$ cat config.mk
export PLATFORM = sky130hd
export DESIGN_NAME = skinny_sbox_layer_ctrl
export DESIGN_NICKNAME = d
export VERILOG_FILES = /design/src/rtl/skinny_masking_pkg.sv /design/src/rtl/skinny_sbox_valid_pipe.sv /design/src/rtl/skinny_sbox_layer_ctrl.sv
export SDC_FILE = /design/constraint.sdc
export NUM_CORES = 1
export LEC_CHECK = 0
export BUFFER_PORTS_ARGS = -buffer_cell sky130_fd_sc_hd__buf_2
export CORE_MARGIN = 4
export CORE_UTILIZATION = 40
export DETAILED_ROUTE_END_ITERATION = 8
export PLACE_DENSITY = 0.71
export SLEW_MARGIN = 25
export SYNTH_ARGS = -nofsm -noshare
export SYNTH_HDL_FRONTEND = slang
export SYNTH_HIERARCHICAL = 1
export SYNTH_SLANG_ARGS = --single-unit
$ cat constraint.sdc
create_clock -name clk -period 3.6 [get_ports clk]
set_clock_uncertainty 0.15 [all_clocks]
set_input_delay 0.54 -clock clk [delete_from_list [all_inputs] [get_ports clk]]
set_output_delay 0.54 -clock clk [all_outputs]
set_load 0.03 [all_outputs]
$ cat src/rtl/skinny_masking_pkg.sv
// Shared constants, FSM state type and latency helper for the masked SKINNY-64 S-box layer.
package skinny_masking_pkg;

  localparam int unsigned SHARES   = 3;
  localparam int unsigned NIBBLE_W = 4;

  typedef enum logic [1:0] {
    IDLE  = 2'd0,
    ISSUE = 2'd1,
    DRAIN = 2'd2,
    DONE  = 2'd3
  } layer_state_t;

  // Cycles from the start edge to the done pulse.
  function automatic int unsigned total_latency(input int unsigned nibbles,
                                                input int unsigned sbox_lat);
    return nibbles + sbox_lat + 1;
  endfunction

endpackage

$ cat src/rtl/skinny_sbox_valid_pipe.sv
// Valid shift register matching the attached S-box pipeline depth; emits the capture strobe.
module skinny_sbox_valid_pipe #(
  parameter int unsigned DEPTH = 1
) (
  input  logic clk,
  input  logic rst,
  input  logic vld_in,
  output logic strobe
);

  logic [DEPTH-1:0] vld;

  always_ff @(posedge clk) begin
    if (rst) begin
      vld <= '0;
    end else begin
      vld <= (vld << 1) | DEPTH'(vld_in);
    end
  end

  assign strobe = vld[DEPTH-1];

endmodule

$ cat src/rtl/skinny_sbox_layer_ctrl.sv
// Sequences one SKINNY-64 S-box layer over a 3-share masked state through a shared nibble S-box.
module skinny_sbox_layer_ctrl
  import skinny_masking_pkg::*;
#(
  parameter int unsigned SBOX_LAT = 1,
  parameter int unsigned NIBBLES  = 16
) (
  input  logic                  clk,
  input  logic                  rst,
  input  logic                  start,
  input  logic [4*NIBBLES-1:0]  state_in1,
  input  logic [4*NIBBLES-1:0]  state_in2,
  input  logic [4*NIBBLES-1:0]  state_in3,
  output logic                  busy,
  output logic                  done,
  output logic [4*NIBBLES-1:0]  state_out1,
  output logic [4*NIBBLES-1:0]  state_out2,
  output logic [4*NIBBLES-1:0]  state_out3,
  output logic [3:0]            sb_in1,
  output logic [3:0]            sb_in2,
  output logic [3:0]            sb_in3,
  input  logic [3:0]            sb_out1,
  input  logic [3:0]            sb_out2,
  input  logic [3:0]            sb_out3
);

  localparam int unsigned W = NIBBLE_W * NIBBLES;
  localparam logic [4:0] LAST_NIB = 5'(NIBBLES - 1);

  layer_state_t state;
  logic [4:0]   issue_cnt;
  logic [4:0]   cap_cnt;
  logic         launch;
  logic         issuing;
  logic         cap_stb;

  logic [W-1:0]        share_in  [SHARES];
  logic [W-1:0]        share_out [SHARES];
  logic [NIBBLE_W-1:0] nib_issue [SHARES];
  logic [NIBBLE_W-1:0] nib_ret   [SHARES];

  assign launch  = (state == IDLE) && start;
  assign issuing = (state == ISSUE);
  assign busy    = (state == ISSUE) || (state == DRAIN);
  assign done    = (state == DONE);

  always_ff @(posedge clk) begin
    if (rst) begin
      state     <= IDLE;
      issue_cnt <= '0;
    end else begin
      unique case (state)
        IDLE: begin
          if (start) begin
            state     <= ISSUE;
            issue_cnt <= '0;
          end
        end
        ISSUE: begin
          issue_cnt <= issue_cnt + 5'd1;
          if (issue_cnt == LAST_NIB) state <= DRAIN;
        end
        DRAIN: begin
          if (cap_stb && (cap_cnt == LAST_NIB)) state <= DONE;
        end
        DONE: state <= IDLE;
        default: state <= IDLE;
      endcase
    end
  end

  // Captures can begin while still issuing, so this counter runs independently of the FSM case.
  always_ff @(posedge clk) begin
    if (rst) begin
      cap_cnt <= '0;
    end else if (launch) begin
      cap_cnt <= '0;
    end else if (cap_stb) begin
      cap_cnt <= cap_cnt + 5'd1;
    end
  end

  skinny_sbox_valid_pipe #(
    .DEPTH(SBOX_LAT)
  ) u_valid_pipe (
    .clk    (clk),
    .rst    (rst),
    .vld_in (issuing),
    .strobe (cap_stb)
  );

  assign share_in[0] = state_in1;
  assign share_in[1] = state_in2;
  assign share_in[2] = state_in3;
  assign nib_ret[0]  = sb_out1;
  assign nib_ret[1]  = sb_out2;
  assign nib_ret[2]  = sb_out3;

  // Identical per-share slice; selects come only from the counters, never from share data.
  for (genvar s = 0; s < SHARES; s++) begin : g_share
    logic [W-1:0]        reg_q;
    logic [W-1:0]        out_q;
    logic [NIBBLE_W-1:0] issue_nib;

    always_ff @(posedge clk) begin
      if (rst) begin
        reg_q <= '0;
      end else if (launch) begin
        reg_q <= share_in[s];
      end
    end

    always_comb begin
      issue_nib = '0;
      for (int unsigned k = 0; k < NIBBLES; k++) begin
        if (issuing && (issue_cnt == 5'(k))) issue_nib = reg_q[NIBBLE_W*k +: NIBBLE_W];
      end
    end

    always_ff @(posedge clk) begin
      if (rst) begin
        out_q <= '0;
      end else if (cap_stb) begin
        for (int unsigned k = 0; k < NIBBLES; k++) begin
          if (cap_cnt == 5'(k)) out_q[NIBBLE_W*k +: NIBBLE_W] <= nib_ret[s];
        end
      end
    end

    assign nib_issue[s] = issue_nib;
    assign share_out[s] = out_q;
  end

  assign sb_in1     = nib_issue[0];
  assign sb_in2     = nib_issue[1];
  assign sb_in3     = nib_issue[2];
  assign state_out1 = share_out[0];
  assign state_out2 = share_out[1];
  assign state_out3 = share_out[2];

endmodule

==> flow_summary.toml <==
[run]
max_cap_violations = 0

[clocking]
clock-root-buffer = "clkbuf_16"
cts_made_buffers = 43
htree_levels = 2
cts_tree = "yes"
clkTransAtPathRegs_ns = 0.06
worstSkewPairLatency_ns = 0.55
cts.path.max_buffers = 3
clkSinkCount = 397

[detailed_routing]
drc_errors = 0
dr_total_vias = 16900
ant_nets = 0
wl_per_cell_um = 20.2
drt-total-wl_um = 61700
dr.pass1.iters = 6
drt_iter0_markers = 1508
viasPerCell = 5.53

[final_layout]
stdcell_count = 3058
final_nets = 2711
drive_above_1_share_pct = 23.7
areaGrowthSynthToFinish_pct = 25.3

[synthesis]
async_flop_share_pct = 0
syn_area_um2 = 16400
synth_top_family_by_area = "simple AND/OR/NAND/NOR gates"
synth-compound-area-share_pct = 19.1
synth_seq_area_share_pct = 48.3
ys_types = 73
synth_mux_area_share_pct = 0.122
syn_area_per_cell_um2 = 7.53
ys_seq_elements = 397
synth_fa_ha_area_share_pct = 1.07
synth.net_count = 2403
synth-main-ff-cell = "dfxtp_1"
synth_xor_area_share_pct = 0.160
synth-edff-count = 0
synth_warnings = 6
postSynthCellCount = 2182
yosys.area_share.simple_pct = 25.6

[die]
core_area_um2 = 40700
die_w_um = 211
dieArea_um2 = 44400
initial_utilization_pct = 40.4
row_count = 74
ios = 413
die_h_um = 211

[worst_setup_path]
end_kind = "output pin"
crit_fanout = 6
crit_arrival_ns = 2.86
reg2reg_to = "state[0]"
startpoint = "state[1]"
worstSetupStartpointType = "flip-flop"
crit_type = "flip-flop to output pin"
r2r_slack_ns = 1.00
worstPathRequired_ns = 2.91
endpoint = "sb_in2[3]"
reg2reg_from = "cap_cnt[0]"
rr_worst_depth = 7

[sta]
period_share_pct = 98.5
period_needed_ns = 3.55
rsz0062_at_grt = "yes"
fmax_ghz = 0.282
setup_viol = 0
slew_viol_final = 0
hold_viol_final = 0
worstMarginPinSlew_ns = 0.780
slew-limit-headroom_pct = 48.0

[power]
static-leakage-power_uw = 0.00825
power_uw = 12200
combPwrFrac_pct = 21.4
seqPwrFrac_pct = 42.3
pwr_density_cell_nw_per_um2 = 592
p_int_uw = 8280
p_sw_uw = 3910
ir_drop_mv = 0.358
clkPwrFrac_pct = 36.3
switching_share_pct = 32.1

[global_routing]
track_usage_pct = 26.0
grt_max_degree = 107
grt_pass1_vias = 16100
grt_pass1_wl_um = 92300
grt-ovfl-total = 0
grtUsageMet1_pct = 31.3
antenna_found_initial = 5
grt_use_met2_pct = 44.0
grt-busiest-layer = "met2"
use_met3_pct = 8.06

[placement]
gp_congestion = 0.988
dp.cells = 2963
port_buffers = 412
dp_hpwl_um = 44000

[min_path]
hold_class = "input pin to flip-flop"

[status]
status = "completed"
==> timing repair <==
item                                    in CTS  in global routing
hold buffers                                 0                  0
gates resized for setup                     28                 26
pin swaps                                    2                  5
endpoints found under the setup margin      12                 12
setup buffers                                1                 13
==> flip-flops by register name, indices dropped and copies added (netlist names) <==
register	flops
g_share.reg_q	192
state_out1	64
state_out2	64
state_out3	64
cap_cnt	5
issue_cnt	5
state	2
u_valid_pipe/strobe	1
==> cell usage after synthesis (3+ instances only) <==
cell type  number  area (um^2)
o311ai_0        5         43.8
nand3_1       199          996
o22ai_1        15         93.8
dfxtp_1       397         7950
nor2b_1         5         31.3
o211ai_1        9         67.6
nor4_1          3         18.8
and2_1          6         37.5
a21o_1          4         30.0
o32ai_1         4         35.0
nor3b_1         4         30.0
nand4_1         4         25.0
nor2_1         39          146
buf_1          19         71.3
nand2_1       656         2460
o31a_1          4         35.0
inv_1          19         71.3
o21ai_0        24          120
a31oi_1        12         75.1
a22oi_1         3         22.5
or3_1           3         18.8
nor3_1         15         75.1
o221ai_1        5         43.8
a32oi_1         8         70.1
clkbuf_1      172          646
nand2b_1        9         56.3
ha_1           14          175
nand3b_1        3         22.5
and3_1         10         62.6
a211oi_1        6         45.0
buf_2          23          115
a221o_1         6         60.1
a21oi_1       413         2070
o311a_1         3         30.0
o211a_1         9         90.1
==> layout by cell type (no fill, tap or decap), types with 10 or more instances in the layout <==
master     count
buf_2        405
a31oi_1       12
buf_4         61
clkbuf_16     45
nor2_1        37
inv_1         18
o22ai_1       14
and3_1        10
nor3_1        15
nand3_1      198
dfxtp_1      392
a21oi_1      410
nand2_1      653
o21ai_0       19
==> power by group through the flow <==
stage               sequential (uW)  combinational (uW)  clock [uW]
floorplan                      5110                1650           0
global placement               5230                2420           0
detailed placement             5230                2470           0
CTS                            5140                2530        4500
global route                   5200                2840        4690
finish                         5160                2610        4420
==> through the flow <==
stage          hold WS (ns)  area, um^2  setup slack, ns  util, %  TNS (ns)
3_3_place_gp          0.289       18800            0.244     46.3         0
3_5_place_dp          0.294       18800            0.202     46.3         0
4_1_cts              0.0296       20400          0.00566     50.1         0
2_1_floorplan         0.281       16400           0.0135        -         0
6_report             0.0668       20600           0.0534     50.6         0
5_1_grt              0.0485       20600          -0.0667     50.5    -0.203
==> worst min-delay path by stage <==
stage                                    start                    to  slack, ns  cells after the start
after CTS                        state_in1[29]  g_share[0].reg_q[29]       0.03                      3
after floorplan           g_share[0].reg_q[40]  g_share[0].reg_q[40]       0.28                      2
after global placement          state_out2[57]        state_out2[57]       0.29                      2
after detailed placement         state_out2[5]         state_out2[5]       0.29                      2
final                            state_in1[29]  g_share[0].reg_q[29]       0.07                      3
after global routing             state_in1[32]  g_share[0].reg_q[32]       0.05                      3
==> critical path, cell delays in order, from the launching register on <==
cell and delay (ns):
dfxtp_1 0.33, inv_2 0.09, ha_4 0.17, buf_4 0.12, and4bb_4 0.27, buf_4 0.13, nand2_1 0.23, o211a_1 0.20
o311ai_0 0.38, nand2_1 0.17, buf_2 0.22
==> final cells by class <==
| class | count | area (um^2) |
|---|---|---|
| fill | 3931 | 20100 |
| sequential | 397 | 7950 |
| multi-input combinational | 1549 | 7790 |
| timing repair buffer | 479 | 2680 |
| clock buffer | 63 | 1280 |
| tap | 532 | 666 |
| clock inverter | 15 | 140 |
| inverter | 20 | 77.6 |
| antenna | 3 | 7.51 |
==> cell families (layout without fill, tap and decap cells) <==
group,after synthesis,after routing
simple gates,977,977
compound gates,553,553
flops,397,397
buf+inv,236,577
fa+ha+maj,14,14
xor+xnor,3,3
mux,2,2
other cells,0,3
==> routing by layer <==
layer  part of all wire, %  vias up
met5                 0.039        -
met4                   3.9        4
met3                    10      145
met2                    47      799
met1                    38     7952
li1                      -     8024
No activity file was read; power rests on OpenSTA's default activity.
